[src/rtl/demod_pkg.sv]
// Shared definitions for the demodulator measurement stage: FSM encoding and
// modulation-type codes.
package demod_pkg;

   typedef enum logic [1:0] {
      S_IDLE    = 2'd0,
      S_CAPTURE = 2'd1,
      S_DIVIDE  = 2'd2,
      S_DONE    = 2'd3
   } state_t;

   localparam logic [1:0] MOD_CW   = 2'd0;
   localparam logic [1:0] MOD_AM   = 2'd1;
   localparam logic [1:0] MOD_FM   = 2'd2;
   localparam logic [1:0] MOD_BOTH = 2'd3;

   function automatic logic [1:0] mod_code(input logic fm_hit, input logic am_hit);
      logic [1:0] code;
      case ({fm_hit, am_hit})
         2'b01:   code = MOD_AM;
         2'b10:   code = MOD_FM;
         2'b11:   code = MOD_BOTH;
         default: code = MOD_CW;
      endcase
      return code;
   endfunction

endpackage

[src/rtl/seq_divider.sv]
// Unsigned restoring divider, one quotient bit per cycle, QW cycles per divide.
// The first step is taken on the start edge itself, so quot is final when done pulses.
module seq_divider #(
   parameter int W  = 15,
   parameter int QW = 11
) (
   input  logic          clk_in,
   input  logic          rst_n,
   input  logic          start,
   input  logic [W-1:0]  num,
   input  logic [W-1:0]  den,
   output logic          busy,
   output logic          done,
   output logic [QW-1:0] quot
);

   localparam int RW = W + 1;
   localparam int CW = $clog2(QW + 1);

   logic [RW-1:0] rem_r, rem_cur, rem_sub;
   logic [W-1:0]  den_r, den_cur;
   logic [QW-1:0] q_cur;
   logic [CW-1:0] cnt;
   logic          ge;

   always_comb begin
      rem_cur = start ? {1'b0, num} : rem_r;
      den_cur = start ? den : den_r;
      q_cur   = start ? '0 : quot;
      ge      = (rem_cur >= {1'b0, den_cur});
      rem_sub = ge ? (rem_cur - {1'b0, den_cur}) : rem_cur;
   end

   always_ff @(posedge clk_in or negedge rst_n) begin
      if (!rst_n) begin
         rem_r <= '0;
         den_r <= '0;
         quot  <= '0;
         cnt   <= '0;
         busy  <= 1'b0;
         done  <= 1'b0;
      end else begin
         done <= 1'b0;
         if (start || busy) begin
            // remainder stays below the divisor, so the dropped MSB is always zero
            rem_r <= {rem_sub[RW-2:0], 1'b0};
            den_r <= den_cur;
            quot  <= {q_cur[QW-2:0], ge};
            if (start) begin
               busy <= 1'b1;
               cnt  <= CW'(QW - 1);
            end else begin
               cnt <= cnt - CW'(1);
               if (cnt == CW'(1)) begin
                  busy <= 1'b0;
                  done <= 1'b1;
               end
            end
         end
      end
   end

endmodule

[src/rtl/demod_meas.sv]
// Windowed AM/FM measurement: tracks signed extremes over win_len valid samples,
// then reports AM modulation index, FM peak-to-peak and a modulation-type guess.
module demod_meas
   import demod_pkg::*;
#(
   parameter int Data_width    = 14,
   parameter int Win_len_width = 20,
   parameter int Frac_bits     = 10,
   parameter int AM_thr        = 32,
   parameter int FM_thr        = 64
) (
   input  logic                           clk_in,
   input  logic                           rst_n,
   input  logic                           meas_trigger,
   input  logic [Win_len_width-1:0]       win_len,
   input  logic                           sample_valid,
   input  logic signed [Data_width-1:0]   AM_demod,
   input  logic signed [Data_width-1:0]   FM_demod,
   output logic                           busy,
   output logic                           done,
   output logic signed [Data_width-1:0]   AM_max,
   output logic signed [Data_width-1:0]   AM_min,
   output logic signed [Data_width-1:0]   FM_max,
   output logic signed [Data_width-1:0]   FM_min,
   output logic [Frac_bits:0]             AM_index,
   output logic [Data_width:0]            FM_pp,
   output logic [1:0]                     mod_type
);

   localparam int DW = Data_width;
   localparam int PW = Data_width + 1;
   localparam int IW = Frac_bits + 1;
   localparam int WW = Win_len_width;

   localparam logic signed [DW-1:0] S_MIN   = {1'b1, {(DW-1){1'b0}}};
   localparam logic signed [DW-1:0] S_MAX   = {1'b0, {(DW-1){1'b1}}};
   localparam logic [IW-1:0]        IDX_SAT = {1'b1, {(IW-1){1'b0}}};
   localparam logic [IW-1:0]        AM_THR  = IW'(AM_thr);
   localparam logic [PW-1:0]        FM_THR  = PW'(FM_thr);

   state_t                state;
   logic [WW-1:0]         win_lat, cnt;
   logic signed [DW-1:0]  am_max_r, am_min_r, fm_max_r, fm_min_r;
   logic signed [DW-1:0]  am_max_nx, am_min_nx, fm_max_nx, fm_min_nx;
   logic signed [PW-1:0]  am_max_x, am_min_x, fm_max_x, fm_min_x;
   logic [PW-1:0]         num_nx, den_u, fm_pp_nx;
   logic signed [PW-1:0]  den_nx;
   logic                  last_smp, fast_zero, fast_sat, fast;
   logic [IW-1:0]         fast_q, idx_nx;
   logic                  div_start, div_busy, div_done;
   logic [IW-1:0]         div_q;

   // Extremes including the sample on the bus this cycle, so the window's final
   // sample feeds the divider operands on the same edge it is captured.
   always_comb begin
      am_max_nx = (AM_demod > am_max_r) ? AM_demod : am_max_r;
      am_min_nx = (AM_demod < am_min_r) ? AM_demod : am_min_r;
      fm_max_nx = (FM_demod > fm_max_r) ? FM_demod : fm_max_r;
      fm_min_nx = (FM_demod < fm_min_r) ? FM_demod : fm_min_r;
      am_max_x  = am_max_nx;
      am_min_x  = am_min_nx;
      fm_max_x  = fm_max_r;
      fm_min_x  = fm_min_r;
      num_nx    = am_max_x - am_min_x;
      den_nx    = am_max_x + am_min_x;
      den_u     = den_nx;
      fm_pp_nx  = fm_max_x - fm_min_x;
      fast_zero = (den_nx <= 0) || (num_nx == '0);
      fast_sat  = (num_nx >= den_u);
      last_smp  = (state == S_CAPTURE) && sample_valid && ((cnt + WW'(1)) == win_lat);
      div_start = last_smp && !fast_zero && !fast_sat && !div_busy;
      idx_nx    = fast ? fast_q : div_q;
   end

   seq_divider #(
      .W  (PW),
      .QW (IW)
   ) u_div (
      .clk_in (clk_in),
      .rst_n  (rst_n),
      .start  (div_start),
      .num    (num_nx),
      .den    (den_u),
      .busy   (div_busy),
      .done   (div_done),
      .quot   (div_q)
   );

   always_ff @(posedge clk_in or negedge rst_n) begin
      if (!rst_n) begin
         state    <= S_IDLE;
         win_lat  <= '0;
         cnt      <= '0;
         am_max_r <= '0;
         am_min_r <= '0;
         fm_max_r <= '0;
         fm_min_r <= '0;
         fast     <= 1'b0;
         fast_q   <= '0;
         busy     <= 1'b0;
         done     <= 1'b0;
         AM_max   <= '0;
         AM_min   <= '0;
         FM_max   <= '0;
         FM_min   <= '0;
         AM_index <= '0;
         FM_pp    <= '0;
         mod_type <= '0;
      end else begin
         done <= 1'b0;
         case (state)
            S_IDLE: begin
               if (meas_trigger && (win_len != '0)) begin
                  state    <= S_CAPTURE;
                  win_lat  <= win_len;
                  cnt      <= '0;
                  am_max_r <= S_MIN;
                  am_min_r <= S_MAX;
                  fm_max_r <= S_MIN;
                  fm_min_r <= S_MAX;
                  fast     <= 1'b0;
                  busy     <= 1'b1;
               end
            end
            S_CAPTURE: begin
               if (sample_valid) begin
                  am_max_r <= am_max_nx;
                  am_min_r <= am_min_nx;
                  fm_max_r <= fm_max_nx;
                  fm_min_r <= fm_min_nx;
                  cnt      <= cnt + WW'(1);
                  if (last_smp) begin
                     state  <= S_DIVIDE;
                     fast   <= fast_zero || fast_sat;
                     fast_q <= fast_zero ? '0 : IDX_SAT;
                  end
               end
            end
            S_DIVIDE: begin
               if (fast || div_done) begin
                  state    <= S_DONE;
                  done     <= 1'b1;
                  AM_max   <= am_max_r;
                  AM_min   <= am_min_r;
                  FM_max   <= fm_max_r;
                  FM_min   <= fm_min_r;
                  AM_index <= idx_nx;
                  FM_pp    <= fm_pp_nx;
                  mod_type <= mod_code(fm_pp_nx > FM_THR, idx_nx > AM_THR);
               end
            end
            S_DONE: begin
               state <= S_IDLE;
               busy  <= 1'b0;
            end
            default: state <= S_IDLE;
         endcase
      end
   end

endmodule

[config.mk]
export PLATFORM = sky130hd
export DESIGN_NAME = demod_meas
export DESIGN_NICKNAME = d
export VERILOG_FILES = /design/src/rtl/demod_pkg.sv /design/src/rtl/seq_divider.sv /design/src/rtl/demod_meas.sv
export SDC_FILE = /design/constraint.sdc
export NUM_CORES = 1
export LEC_CHECK = 0
export ABC_CLOCK_PERIOD_IN_PS = 12200
export CAP_MARGIN = 10
export CORE_MARGIN = 5
export CORE_UTILIZATION = 29
export DETAILED_ROUTE_END_ITERATION = 8
export PLACE_DENSITY = 0.52
export SLEW_MARGIN = 5
export SYNTH_ARGS = -nofsm -noshare
export SYNTH_HDL_FRONTEND = slang
export SYNTH_SLANG_ARGS = --single-unit
[constraint.sdc]
create_clock -name clk_in -period 12.2 [get_ports clk_in]
set_input_delay 2.44 -clock clk_in [delete_from_list [all_inputs] [get_ports clk_in]]
set_output_delay 2.44 -clock clk_in [all_outputs]
set_load 0.1 [all_outputs]
==> results.json <==
{
  "placed_area_um2": 17600,
  "status": "complete, no violations",
  "intPower_mw": 2.69,
  "tritoncts": "built",
  "initial_utilization_pct": 29.4,
  "cts_buffers": 28,
  "reg2reg_from": "am_min_r[1]$_DFFE_PN0P_",
  "htree_levels": 1,
  "relSlewSlack_pct": 20.6,
  "cp_slowest_cell": "clkdlybuf4s50_1",
  "p_comb_share_pct": 61.2,
  "core-area_um2": 50400,
  "vias": 12300,
  "fmax_ghz": 0.0866,
  "clk_latency_ns": 0.57,
  "grt_pass1_vias": 12500,
  "wl_per_cell_um": 17.9,
  "tns_ns": 0,
  "hold_class": "reg2reg",
  "synth_cell_types": 80,
  "reg2reg_slack_ns": 2.49,
  "grt_max_degree": 115,
  "synth.largest_area_cell": "dfrtp_1",
  "clock_skew_ns": 0.0273,
  "worst_slew_pin_slew_ns": 1.19,
  "drc": 0,
  "drv_slew": 0,
  "drt-total-wl_mm": 44.3,
  "worstPathMaxFanout": 35,
  "yosysTopAreaCellShare_pct": 39.4,
  "drive_gt1_share_pct": 14.8,
  "pre_cts_ws_ns": -0.188,
  "chipHeight_um": 236,
  "track_usage_pct": 15.6,
  "switchingPower_mw": 2.02,
  "hold_viol": 0,
  "ff_latch_area_um2": 5830,
  "cp.arrival_ns": 11.97,
  "place.port_buffers": 137,
  "multi_input_area_um2": 8300,
  "synth.top_cells.by_area": "dfrtp_1 (39%), ha_1 (11%), o21ai_0 (4.9%)",
  "postCtsHoldBufs": 0,
  "antenna_left": 0,
  "num_rows": 82,
  "synth_ff_type": "dfrtp_1",
  "rsz0062_at_grt": "yes",
  "first_pass_iters": 5,
  "crit_required_ns": 12.63,
  "drt_iter0_markers": 685,
  "finish.instance_area_um2": 18600,
  "die_area_um2": 55700,
  "antenna_found_initial": 1,
  "synth-edff-count": 0,
  "p_total_mw": 4.71,
  "overflow": 0,
  "dp_hpwl_mm": 33.9,
  "setup_slack_ns": 0.659,
  "clock_path_buffers": 3,
  "min_period_ns": 11.54,
  "r2r_cells": 47,
  "crit_path_end_kind": "register",
  "r2r-end": "u_div.rem_r[14]$_DFFE_PN0P_",
  "crit_type": "in2reg",
  "final_util_pct": 37.0,
  "worstSetupEndpoint": "u_div.rem_r[14]$_DFFE_PN0P_",
  "synth_seq_cells": 233,
  "grt_pass1_wl_mm": 71.4,
  "max_stage_delay_ns": 0.45,
  "start_kind": "input port",
  "cpMostUsedCell": "a21oi_1",
  "irDropWorstVdd_mv": 0.172,
  "fp.dieW_um": 236,
  "cp-startpoint": "AM_demod[1]",
  "async_flop_share_pct": 100,
  "p_per_area_nw_per_um2": 253,
  "power_frac_seq_pct": 21.4,
  "ios": 138,
  "pwr-share-clk_pct": 17.4,
  "clock-sinks": 233,
  "avgSynthCellArea_um2": 9.49,
  "setup_viol": 0,
  "path_clk_slew_ns": 0.06,
  "routed_via_density": 4.99,
  "areaGrowthSynthToFinish_pct": 25.9,
  "p_sw_share_pct": 42.9,
  "syn_nets": 1746,
  "gp_congestion": 0.848,
  "netlist_instances": 1560,
  "yosys_warnings": 0,
  "synth_seq_area_share_pct": 39.4,
  "synth_area_um2": 14800,
  "cap_violations": 0,
  "leakage_nw": 8.59,
  "cts_root_buffer": "clkbuf_16",
  "finalNetCount": 1960,
  "fillers": 5024,
  "period_share_pct": 94.6
}
## worst min-delay path by stage
stage / slack (ns) / end / start / cells past startpoint
4_1_cts: 0.48 / FM_pp[12]$_DFFE_PN0P_ / FM_pp[12]$_DFFE_PN0P_ / 2
6_report: 0.47 / FM_min[6]$_DFFE_PN0P_ / FM_min[6]$_DFFE_PN0P_ / 2
2_1_floorplan: 0.44 / u_div.den_r[11]$_DFFE_PN0P_ / u_div.den_r[11]$_DFFE_PN0P_ / 2
3_3_place_gp: 0.46 / u_div.den_r[1]$_DFFE_PN0P_ / u_div.den_r[1]$_DFFE_PN0P_ / 2
3_5_place_dp: 0.46 / FM_pp[12]$_DFFE_PN0P_ / FM_pp[12]$_DFFE_PN0P_ / 2
5_1_grt: 0.49 / u_div.den_r[6]$_DFFE_PN0P_ / u_div.den_r[6]$_DFFE_PN0P_ / 1
## synthesized netlist by cell type (15+ instances only)
master,instances
a21o_1,31
a21oi_1,83
a22o_1,25
and3_1,15
clkbuf_1,53
dfrtp_1,233
ha_1,130
inv_1,128
mux2_2,55
mux2i_1,28
nand2_1,169
nand2b_1,16
nand3_1,29
nand4_1,16
nor2_1,54
nor2b_1,18
nor3_1,19
nor4_1,15
o21a_1,18
o21ai_0,144
o31ai_1,32
xnor2_1,52
xor2_1,17
## registers in the layout, summed over array words and instances (netlist names), 11 cells and up
name         count
cnt             20
win_lat         20
FM_pp           15
u_div.den_r     15
u_div.rem_r     15
AM_max          14
AM_min          14
FM_max          14
FM_min          14
am_max_r        14
am_min_r        14
fm_max_r        14
fm_min_r        14
AM_index        11
u_div.quot      11
## worst max-delay path, delay by kind of cell
kind	cells	cell delay, ns
AOI/OAI and AO/OA	27	4.78
buffers and inverters	7	1.52
and+or+nand+nor	7	1.24
adders and majority gates	4	1.23
muxes	2	0.64
xor gates and xnor gates	1	0.10
## timing repair
action | 4_1_cts | 5_1_grt
setup buffers | 0 | 1
hold endpoints to repair | 0 | 0
endpoints found under the setup margin | 0 | 16
gates resized for setup | 0 | 23
## metal layers
layer | track usage [%] | wire length, µm
met5 | 0 | 0
met4 | 4.03 | 1130
met3 | 2.27 | 1890
met2 | 25.6 | 20400
met1 | 21.7 | 20900
## cell usage in the layout, fill, tap and decap left out, types with 27 or more instances in the layout
cell	count
clkbuf_16	28
nor2_1	54
inv_1	128
clkdlybuf4s50_1	136
o21ai_0	140
o31ai_1	32
mux2i_1	27
buf_4	112
ha_1	130
xnor2_1	52
mux2_2	55
a21oi_1	79
nand2_1	169
nand3_1	29
dfrtp_1	233
a21o_1	31
## power by group through the flow
stage / registers (mW) / clock network [mW] / logic (mW)
detailed placement: 1.02 / 0 / 2.82
finish: 1.01 / 0.818 / 2.88
CTS: 1.01 / 0.848 / 2.84
global placement: 1.02 / 0 / 2.81
global route: 1.02 / 0.878 / 3.18
floorplan: 0.989 / 0 / 1.71
## cells by family (layout without fill, tap and decap cells)
logic type               after synthesis  count (layout)  synth area share [%]
XOR/XNOR                              69              69                  4.08
multiplexers                          88              88                  6.58
AO/OA/AOI/OAI                        449             449                  20.3
adder cells (fa/ha/maj)              134             134                  11.5
buffers and inverters                197             433                  5.20
other                                  0               1                     0
AND/OR/NAND/NOR                      390             390                  12.9
flip-flops                           233             233                  39.4
## metrics by stage
step,cells,hold slack (ns)
2_1_floorplan,1560,0.444
3_3_place_gp,2415,0.458
3_5_place_dp,2415,0.464
4_1_cts,2467,0.478
5_1_grt,2468,0.489
6_report,2469,0.473
## final cells by class
class / instances / area share, %
inverter: 128 / 2.58
tap: 672 / 4.51
clock inverter: 16 / 0.678
multi-input combinational: 1130 / 44.5
timing repair buffer: 253 / 12.2
clock buffer: 36 / 4.19
sequential: 233 / 31.3
antenna: 1 / 0.0134
No activity file was read; power rests on OpenSTA's default activity.
